File: src/rtl/rr_arb_quadmux_64bit.sv
// rtl/rr_arb_quadmux_64bit.sv - four-channel round-robin arbiter around a 64-bit 4:1 mux
// Picks one requester per cycle, registers its word and hands it downstream with valid/ready.

module quadmux_64bit (
   input  logic [63:0] InA,
   input  logic [63:0] InB,
   input  logic [63:0] InC,
   input  logic [63:0] InD,
   input  logic [1:0]  S,
   output logic [63:0] Out
);
   always_comb begin
      unique case (S)
         2'd0:    Out = InA;
         2'd1:    Out = InB;
         2'd2:    Out = InC;
         default: Out = InD;
      endcase
   end
endmodule

module rr_arb_quadmux_64bit #(
   parameter int WIDTH = 64
) (
   input  logic             clk,
   input  logic             rst_n,
   input  logic [WIDTH-1:0] InA,
   input  logic [WIDTH-1:0] InB,
   input  logic [WIDTH-1:0] InC,
   input  logic [WIDTH-1:0] InD,
   input  logic [3:0]       ValidIn,
   output logic [3:0]       ReadyIn,
   output logic [WIDTH-1:0] Out,
   output logic             ValidOut,
   input  logic             ReadyOut,
   output logic [1:0]       Grant
);
   logic [WIDTH-1:0] out_q, out_d;
   logic             valid_q, valid_d;
   logic [1:0]       grant_q, grant_d;
   logic [1:0]       ptr_q, ptr_d;
   logic [1:0]       sel;
   logic [1:0]       idx;
   logic             found;
   logic             load_en;
   logic [WIDTH-1:0] mux_out;

   quadmux_64bit u_mux (
      .InA (InA),
      .InB (InB),
      .InC (InC),
      .InD (InD),
      .S   (sel),
      .Out (mux_out)
   );

   // First requester at or after the pointer, wrapping modulo 4.
   always_comb begin
      sel   = ptr_q;
      found = 1'b0;
      idx   = 2'd0;
      for (int k = 0; k < 4; k++) begin
         idx = ptr_q + k[1:0];
         if (!found && ValidIn[idx]) begin
            sel   = idx;
            found = 1'b1;
         end
      end
   end

   assign load_en = (~valid_q | ReadyOut) & (|ValidIn);

   always_comb begin
      ReadyIn = 4'b0000;
      if (rst_n && load_en)
         ReadyIn[sel] = 1'b1;
   end

   always_comb begin
      out_d   = out_q;
      valid_d = valid_q;
      grant_d = grant_q;
      ptr_d   = ptr_q;
      if (load_en) begin
         out_d   = mux_out;
         valid_d = 1'b1;
         grant_d = sel;
         ptr_d   = sel + 2'd1;
      end else if (valid_q && ReadyOut) begin
         valid_d = 1'b0;
      end
   end

   always_ff @(posedge clk or negedge rst_n) begin
      if (!rst_n) begin
         out_q   <= '0;
         valid_q <= 1'b0;
         grant_q <= 2'd0;
         ptr_q   <= 2'd0;
      end else begin
         out_q   <= out_d;
         valid_q <= valid_d;
         grant_q <= grant_d;
         ptr_q   <= ptr_d;
      end
   end

   assign Out      = out_q;
   assign ValidOut = valid_q;
   assign Grant    = grant_q;
endmodule

File: config.mk
export PLATFORM = sky130hd
export DESIGN_NAME = rr_arb_quadmux_64bit
export DESIGN_NICKNAME = d
export VERILOG_FILES = /design/src/rtl/rr_arb_quadmux_64bit.sv
export SDC_FILE = /design/constraint.sdc
export NUM_CORES = 1
export LEC_CHECK = 0
export CORE_AREA = 4 4 127 129
export DETAILED_ROUTE_END_ITERATION = 10
export DIE_AREA = 0 0 131 133
export GPL_ROUTABILITY_DRIVEN = 1
export GPL_TIMING_DRIVEN = 0
export PLACE_DENSITY = 0.76
export SKIP_LAST_GASP = 1
export SLEW_MARGIN = 25
export SYNTH_ARGS = -nofsm -noshare
export SYNTH_HDL_FRONTEND = slang
export SYNTH_SLANG_ARGS = --single-unit
export TNS_END_PERCENT = 5
File: constraint.sdc
create_clock -name clk -period 6.6 [get_ports clk]
set_input_delay 1.98 -clock clk [delete_from_list [all_inputs] [get_ports clk]]
set_output_delay 1.98 -clock clk [all_outputs]
set_load 0.02 [all_outputs]
==> results.md <==
- Status: finished, final reports clean
- Endpoints failing hold: 0
- CTS clk-pin slew, worst paths: about 0.05 ns
- CTS Buffer Depth: 2
- Tcrit/Tclk final: 99.4%
- Row count: 45
- Clock Skews: 0.00893 ns
- Crit path max fanout: 19
- Seq/Total Area, Yosys: 41.2%
- Starting density of the core: roughly 28%
- Vias in the first global route: 5128
- CP required: 4.62 ns
- Max Cap Violations: 0
- Syn avg cell area: 10.3 um^2
- IO Port Bufs: approximately 330
- FFs w/ async S/R, synth: between 90% and 100%
- Antenna cell count: 0
- IO Count: 334
- RD Place Congestion: between 0.8 and 0.9
- Max Clk Rate: approximately 0.15 GHz
- Post-synthesis adder-cell area fraction: 1.49%
- Detail Placement HPWL: around 15000 um
- Setup violators final: 0
- Iteration-0 DRC Markers: 395
- Slew Viols, Final: 0
- DRC viols: 0
- Largest net degree at the start of global routing: 39
- Area contributors post-synth: dfrtp_1 (41%), mux2_2 (16%), a222oi_1 (15%), o21ai_0 (7.9%), nand2_1 (6.0%)
- Synthesized Nets: 674
- Via count: 4874
- Worst Tran Pin Value: between 0.7 and 0.8 ns
- All-layer global routing usage: between 10% and 20%
- Synth Area in Compound Gates: 24.9%
- EDFF count, synth: 0
- Synthesis-to-finish area growth: 94.3%
- Post-synthesis mux area share: 17.9%
- First-pass GRT wire length: between 20000 and 30000 um
- Share of layout cells above drive strength 1: 14.1%
- DR pass1 iterations: 7
- TNS Setup: 0 ns
- Xor and xnor area share after synthesis: 0%
- Die Y: between 100 and 150 um
- Cell area after synthesis: 4190 um^2
- Gr ovfl total: 0
- Reg-to-reg slack, setup: 3.54 ns
- Leading cell type by number of instances after synthesis: dfrtp_1
- Die width: 131 um
- Design Power: 0.00300 W
- Hold WC Path Type: reg2reg
- Crit. End Element: output pin
- # clock sinks: between 60 and 70
- Top-area cell type share of the netlist area: around two fifths
- Fin util: 54.1%
- H-tree depth: 3
- Vias/cell: roughly 5.2
- Die area: 17400 um^2
- Synth Warn #: 0
- Kind of critical path: in2out
- Startpoint Class: primary input
- CTS Buf Count: 9
- Total wire length: about 18000 um
- Cell Pwr Density: between 300 and 400 nW/um^2
- Clk_lat worst skew: around 0.33 ns
- ANT nets after route: 0
- Final min period: 6.56 ns
- CTS tree: built
- Initial antenna violation count: 0
- Post-synth top cells: dfrtp_1 (69), nand2_1 (67), o21ai_0 (66)
- Arrival @ worst endpoint: 4.58 ns
- Netlist cell types: 33
- Leak Pwr: 3.18 nW
- Cell taking the most area after synthesis: dfrtp_1
- Synth Flop Type: dfrtp_1
- RSZ-0062 raised after global routing: yes
- WL/cell: 19.3 um
- Final instance area: 8140 um^2
- Clk root buf: clkbuf_16
- Final net count: slightly above 1000
- Cell count after synthesis: 406
- Flops & latches, synth: between 60 and 70
- Synth Area in Simple Gates: 9.14%
- CORE AREA: 15000 um^2
- Largest family of logic cells by synthesized area: compound AO/OA/AOI/OAI gates
- Peak supply drop: 0.186 mV
- Max_slew headroom: 49.0%
- Area after DPL: 7770 um^2
- Postcts setup bufs: 0
## cell usage in the layout, fill, tap and decap left out, types with 2 or more instances in the layout
cell type / instances
buf_4: 2
ha_1: 5
clkbuf_8: 2
mux2_4: 5
buf_6: 9
nor2b_1: 4
clkbuf_16: 9
buf_2: 3
a222oi_1: 64
clkdlybuf4s50_1: 330
mux2_2: 60
dfrtp_1: 69
o21ai_0: 65
bufinv_16: 2
nand2_1: 67
clkbuf_1: 19
and3_1: 4
buf_1: 7
## registers in the layout, indices dropped and copies added, names as in the netlist
signal,flops
ptr_q,2
ValidOut,1
Grant,2
Out,64
## report_power, final
| group | switching, W | total (W) | internal, W | leakage [nW] |
|---|---|---|---|---|
| logic | 0.000885 | 0.00175 | 0.000866 | 2.16 |
| registers | 0.0000996 | 0.000717 | 0.000618 | 0.852 |
| clock network | 0.000185 | 0.000537 | 0.000352 | 0.162 |
| total | 0.00117 | 0.00300 | 0.00184 | 3.18 |
## repair_timing
action,CTS,global route
endpoints found under the setup margin,3,3
resized for setup,7,4
gates cloned,0,0
hold buffers,0,0
## worst paths after layout
path / startpoint / to / cells after the start
setup / recovery: ValidIn[2] / ReadyIn[1] / 8
hold / removal: Out[45] / Out[45] / 1
setup reg to reg: ptr_q[1] / Out[44] / 9
hold reg to reg: Out[45] / Out[45] / 1
max in group asynchronous: rst_n / ptr_q[0] / 2
min in group asynchronous: rst_n / Out[41] / 1
## critical path: stages
cell	delay, ns
clkdlybuf4s50_1	0.48
and2b_2	0.27
a2111oi_4	0.42
or2_2	0.20
ha_1	0.19
buf_6	0.24
and3_1	0.18
clkdlybuf4s50_1	0.60
## kinds of logic (layout without fill, tap and decap cells)
group	Yosys count	in the layout
AOI/OAI and AO/OA	139	139
adders and majority gates	5	5
buffers and inverters	43	390
DFF	69	69
muxes	65	65
and+or+nand+nor	85	85
## cell type report
| class | count | area [um^2] |
|---|---|---|
| fillers | 1372 | 6900 |
| well taps | 188 | 235 |
| flip-flops and latches | 69 | 1730 |
| clock buffers | 11 | 253 |
| plain buffers | 39 | 221 |
| multi-input cells | 294 | 2260 |
| clock inverters | 5 | 81.3 |
| repair buffers | 334 | 3350 |
| inverters | 1 | 3.75 |
## stage by stage
step,worst slack [ns],cells,hold WS [ns]
2_1_floorplan,0.888,406,0.556
3_3_place_gp,-1.35,927,0.488
3_5_place_dp,-0.790,928,0.494
6_report,0.0413,941,0.502
5_1_grt,-0.0572,941,0.520
4_1_cts,0.0144,941,0.507
## per-layer routing
layer	GRT usage [%]	part of all wire (%)	up-vias
met5	0	0	-
met3	4.84	9.5	23
li1	-	-	2291
met2	34.6	50	244
met1	21.2	38	2316
met4	6.17	1.8	0
Note: power is estimated with default switching activity, not from simulation.
